## config.mk

```make
export PLATFORM = sky130hd
export DESIGN_NAME = digit_entry_buffer
export DESIGN_NICKNAME = d
export VERILOG_FILES = /design/src/rtl/digit_entry_buffer.sv
export SDC_FILE = /design/constraint.sdc
export NUM_CORES = 1
export LEC_CHECK = 0
export ABC_AREA = 1
export BUFFER_PORTS_ARGS = -buffer_cell sky130_fd_sc_hd__clkbuf_2
export CAP_MARGIN = 20
export CELL_PAD_IN_SITES_DETAIL_PLACEMENT = 1
export CELL_PAD_IN_SITES_GLOBAL_PLACEMENT = 2
export CORE_ASPECT_RATIO = 2
export CORE_UTILIZATION = 34
export DETAILED_ROUTE_END_ITERATION = 6
export GPL_ROUTABILITY_DRIVEN = 0
export PLACE_DENSITY_LB_ADDON = 0.08
export SKIP_CTS_REPAIR_TIMING = 1
export SLEW_MARGIN = 20
export SYNTH_ARGS = -nofsm -noshare
export SYNTH_HDL_FRONTEND = slang
export SYNTH_SLANG_ARGS = --single-unit
export TNS_END_PERCENT = 100
```

## constraint.sdc

```tcl
create_clock -name i_clk -period 2.1 [get_ports i_clk]
set_input_delay 0.21 -clock i_clk [delete_from_list [all_inputs] [get_ports i_clk]]
set_output_delay 0.21 -clock i_clk [all_outputs]
set_load 0.1 [all_outputs]
```

## src/rtl/digit_entry_buffer.sv

```systemverilog
// Operand entry stage: collects keypad strobes into a signed BCD operand and turns the
// bouncy enter pushbutton into a single-cycle enter pulse for the calculator controller.
module digit_entry_buffer #(
  parameter int unsigned NUM_DIGITS      = 10,
  parameter int unsigned DEBOUNCE_CYCLES = 50000
) (
  input  logic                               i_clk,
  input  logic                               i_rst,
  input  logic                               i_key_valid,
  input  logic [3:0]                         i_key_code,
  input  logic                               i_enter_raw,
  input  logic                               i_enable,
  output logic [4*NUM_DIGITS-1:0]            o_val,
  output logic                               o_sign,
  output logic [$clog2(NUM_DIGITS+1)-1:0]    o_digit_count,
  output logic                               o_full,
  output logic                               o_enter
);

  localparam int unsigned VW  = 4 * NUM_DIGITS;
  localparam int unsigned CW  = $clog2(NUM_DIGITS + 1);
  localparam int unsigned DBW = $clog2(DEBOUNCE_CYCLES + 1);

  localparam logic [CW-1:0]  MaxCount = CW'(NUM_DIGITS);
  localparam logic [DBW-1:0] DbTarget = DBW'(DEBOUNCE_CYCLES);

  localparam logic [3:0] KeySign  = 4'hA;
  localparam logic [3:0] KeyBack  = 4'hB;
  localparam logic [3:0] KeyClear = 4'hC;

  logic           sync1_q, sync2_q;
  logic           db_level_q, db_level_d;
  logic [DBW-1:0] db_cnt_q, db_cnt_d;
  logic           enter_q, enter_d;

  logic [VW-1:0]  val_q, val_d;
  logic           sign_q, sign_d;
  logic [CW-1:0]  count_q, count_d;
  logic           full_q, full_d;

  logic           key_accept;
  logic           is_digit;

  // Debounce: level flips only after the synchronized input has disagreed with it for
  // DEBOUNCE_CYCLES consecutive samples; the enter pulse is registered alongside the flip.
  always_comb begin
    db_level_d = db_level_q;
    db_cnt_d   = db_cnt_q;
    enter_d    = 1'b0;
    if (sync2_q == db_level_q) begin
      db_cnt_d = '0;
    end else if (db_cnt_q == DbTarget) begin
      db_level_d = sync2_q;
      db_cnt_d   = '0;
      enter_d    = sync2_q & i_enable;
    end else begin
      db_cnt_d = db_cnt_q + DBW'(1);
    end
  end

  assign key_accept = i_key_valid & i_enable & ~enter_q;
  assign is_digit   = (i_key_code <= 4'h9);

  always_comb begin
    val_d   = val_q;
    sign_d  = sign_q;
    count_d = count_q;
    if (enter_q) begin
      // Operand was held stable for the controller during the pulse; start fresh now.
      val_d   = '0;
      sign_d  = 1'b0;
      count_d = '0;
    end else if (key_accept) begin
      if (is_digit) begin
        if (!((count_q == '0) && (i_key_code == 4'h0)) && (count_q != MaxCount)) begin
          val_d   = {val_q[VW-5:0], i_key_code};
          count_d = count_q + CW'(1);
        end
      end else if (i_key_code == KeySign) begin
        if (count_q != '0) begin
          sign_d = ~sign_q;
        end
      end else if (i_key_code == KeyBack) begin
        if (count_q != '0) begin
          val_d   = {4'h0, val_q[VW-1:4]};
          count_d = count_q - CW'(1);
          if (count_q == CW'(1)) begin
            sign_d = 1'b0;
          end
        end
      end else if (i_key_code == KeyClear) begin
        val_d   = '0;
        sign_d  = 1'b0;
        count_d = '0;
      end
    end
  end

  assign full_d = (count_d == MaxCount);

  always_ff @(posedge i_clk or posedge i_rst) begin
    if (i_rst) begin
      sync1_q    <= 1'b0;
      sync2_q    <= 1'b0;
      db_level_q <= 1'b0;
      db_cnt_q   <= '0;
      enter_q    <= 1'b0;
      val_q      <= '0;
      sign_q     <= 1'b0;
      count_q    <= '0;
      full_q     <= 1'b0;
    end else begin
      sync1_q    <= i_enter_raw;
      sync2_q    <= sync1_q;
      db_level_q <= db_level_d;
      db_cnt_q   <= db_cnt_d;
      enter_q    <= enter_d;
      val_q      <= val_d;
      sign_q     <= sign_d;
      count_q    <= count_d;
      full_q     <= full_d;
    end
  end

  assign o_val         = val_q;
  assign o_sign        = sign_q;
  assign o_digit_count = count_q;
  assign o_full        = full_q;
  assign o_enter       = enter_q;

endmodule
```

==> out/metrics.cfg <==
[run_status]
status = finished clean

[final_layout]
fin_area_um2 = 4650
fill_cells = 1351
layout_commonest_cell = inv_1
layoutNonFillerInstCount = 665
antenna_cells = 0
syn_to_final_growth_pct = 20.4
final_cell_mix = 72 x inv_1, 61 x dfrtp_1, 55 x nand2_1, 55 x clkbuf_2, 40 x o21ai_2
drive_gt1_frac = 0.362
nNetsFinal = 535

[worst_hold_path]
min_path_type = input port to register

[power_and_ir_drop]
total_switching_power_w = 0.00172
clkPwrFrac = 0.355
power_leakage_nw = 2.17
comb_power_share = 0.311
p_int_w = 0.00261
worst_ir_drop_vdd_mv = 0.374
p_sw_frac = 0.398
sequentialPowerShare = 0.334
power_density_nw_per_um2 = 931

[global_routing]
antenna_found_initial = 0
grt_overflow = 0
use_met3 = 0.0335
grt_use_met1 = 0.209
grt_use_total = 0.201
grt.met2_usage = 0.371
grt_max_degree = 67
grt_pass1_vias = 3645
grt_first_pass_wirelength_um = 18400
grt-busiest-layer = met2

[drt]
via_per_inst = 5.06
dr.pass1.iters = 4
ant_nets = 0
wl_per_cell_um = 16.0
num_vias = 3367
drc_errors = 0
routed_wl_um = 10700
initialDrtViolationCount = 92

[synth]
ys_ff_latch = 66
syn_nets = 469
synth_flop_cell = dfrtp_1
synth_top_area_frac = 0.428
ys_warn_count = 0
yosysSeqAreaShare = 0.428
netlist_area_um2 = 3860
syn_inst = 454
synth_area_per_cell_um2 = 8.51
synth_edf_count = 0
async_flop_share = 1.00
netlist_top_cells_area = dfrtp_1 43%, o21ai_2 9.1%, inv_1 7.3%
yosys.cell_types.count = 34
yosysTopAreaCell = dfrtp_1

[placement]
placed_cell_area_um2 = 4320
io_buffers = 55
hpwlAfterDp_um = 8050
pre_cts_ws_ns = 0.172
placedCellCount = 647

[die]
core_area_um2 = 11000
die_area_um2 = 11800
rows = 54
ios = 56
initial_core_util = 0.351
die_x_um = 77.4
die_h_um = 153

[sta]
hold_violations = 0
tightest_slew_ns = 0.571
period_minus_slack_ns = 1.90
final-setup-viol-count = 0
max_freq_mhz = 527
rsz0062_at_grt = no
worst_slack_ns = 0.202
setup_tns_ns = 0
fin_skew_ns = 0.00995
finalCritPeriodShare = 0.904
timing.hold.ws_ns = 0.128
slew_violations = 0
relSlewSlack = 0.621

[worst_setup_path]
worst_setup_path_end_kind = register
worstPathRequired_ns = 2.36
arrival_ns = 2.16
crit_type = register to register
start_kind = register
path_max_fanout = 26

[clock_network]
numCtsBuffers = 9
clock_tree.root_cell = clkbuf_16
cts_sinks = 66
cts_max_level = 3
cts_tree = yes
clk_pin_slew_worst_paths_ns = 0.06
clock_latency_ns = 0.33
clock_path_buffers = 2

[run]
drv_cap = 0

[layer usage]
metal / vias to the layer above / part of all wire
met2: 52 / 0.55
met4: 0 / 0.050
li1: 1634 / -
met1: 1654 / 0.38
met3: 27 / 0.023
met5: - / 0
[kinds of logic (layout without fill, tap and decap cells)]
kind of cell    Yosys count  count (layout)  synth area share
compound gates           98              98             0.181
buf+inv                  97             168             0.119
fa+ha+maj                 6               6            0.0194
xor+xnor                  3               3           0.00680
simple gates            184             184             0.247
flops                    66              66             0.428
[flip-flops by register name (all words and copies together) (netlist names)]
register and cells:
sync2_q 1, sync1_q 1, o_full 1, o_enter 1, o_sign 1, o_digit_count 4
db_cnt_q 16, db_level_q 1, o_val 40
[final timing paths]
kind                       cells after the start  slack, ns                  startpoint                         end
setup / recovery                               9       0.20  o_digit_count[1]$_DFF_PP0_       o_val[37]$_DFFE_PP0P_
hold / removal                                 2       0.13                    i_enable           o_enter$_DFF_PP0_
setup reg to reg                               9       0.20  o_digit_count[1]$_DFF_PP0_       o_val[37]$_DFFE_PP0P_
hold reg to reg                                0       0.35           sync1_q$_DFF_PP0_           sync2_q$_DFF_PP0_
max in group asynchronous                      4       1.30                       i_rst  o_digit_count[0]$_DFF_PP0_
min in group asynchronous                      4       0.50                       i_rst  o_digit_count[1]$_DFF_PP0_
[cells in the mapped netlist, types with 2 or more instances]
cell type,instances
buf_6,5
inv_2,5
nand2_4,2
nor2_1,31
nor3_1,5
o21ai_2,40
nand3_2,6
inv_1,75
ha_1,6
clkbuf_1,6
nand2_1,55
o21ai_0,6
nor3_2,2
nor2_4,2
xor2_1,3
nor3b_1,2
buf_8,5
dfrtp_1,66
a21oi_1,11
nand4_1,11
nand2_2,35
o22ai_1,36
nand3_1,28
[power by group through the flow]
| stage | sequential, W | clock (W) | combinational [W] |
|---|---|---|---|
| 2_1_floorplan | 0.00208 | 0 | 0.000500 |
| 3_3_place_gp | 0.00147 | 0 | 0.00134 |
| 3_5_place_dp | 0.00148 | 0 | 0.00136 |
| 4_1_cts | 0.00145 | 0.00160 | 0.00136 |
| 5_1_grt | 0.00146 | 0.00165 | 0.00144 |
| 6_report | 0.00145 | 0.00154 | 0.00135 |
[through the flow]
stage | util | power [W]
after global placement | 0.393 | 0.00281
after global routing | 0.422 | 0.00455
final | 0.422 | 0.00433
after CTS | 0.420 | 0.00441
after detailed placement | 0.393 | 0.00283
after floorplan | - | 0.00258
[worst max-delay path: stages, from the launching register on]
cell     delay, ns
dfrtp_2       0.41
buf_4         0.16
ha_1          0.18
nand3_1       0.15
nand2_2       0.09
nand2_1       0.07
and3_4        0.35
buf_12        0.24
nand3_2       0.09
o21ai_2       0.06
[final cells by class]
cell class                      count  area, um2  area share
Multi-Input combinational cell    291       1760       0.378
Sequential cell                    66       1660       0.356
Timing Repair Buffer               71        450      0.0968
Inverter                           81        305      0.0656
Clock buffer                       11        243      0.0522
Tap cell                          140        175      0.0377
Clock inverter                      5       61.3      0.0132
No activity file was read; power rests on OpenSTA's default activity.
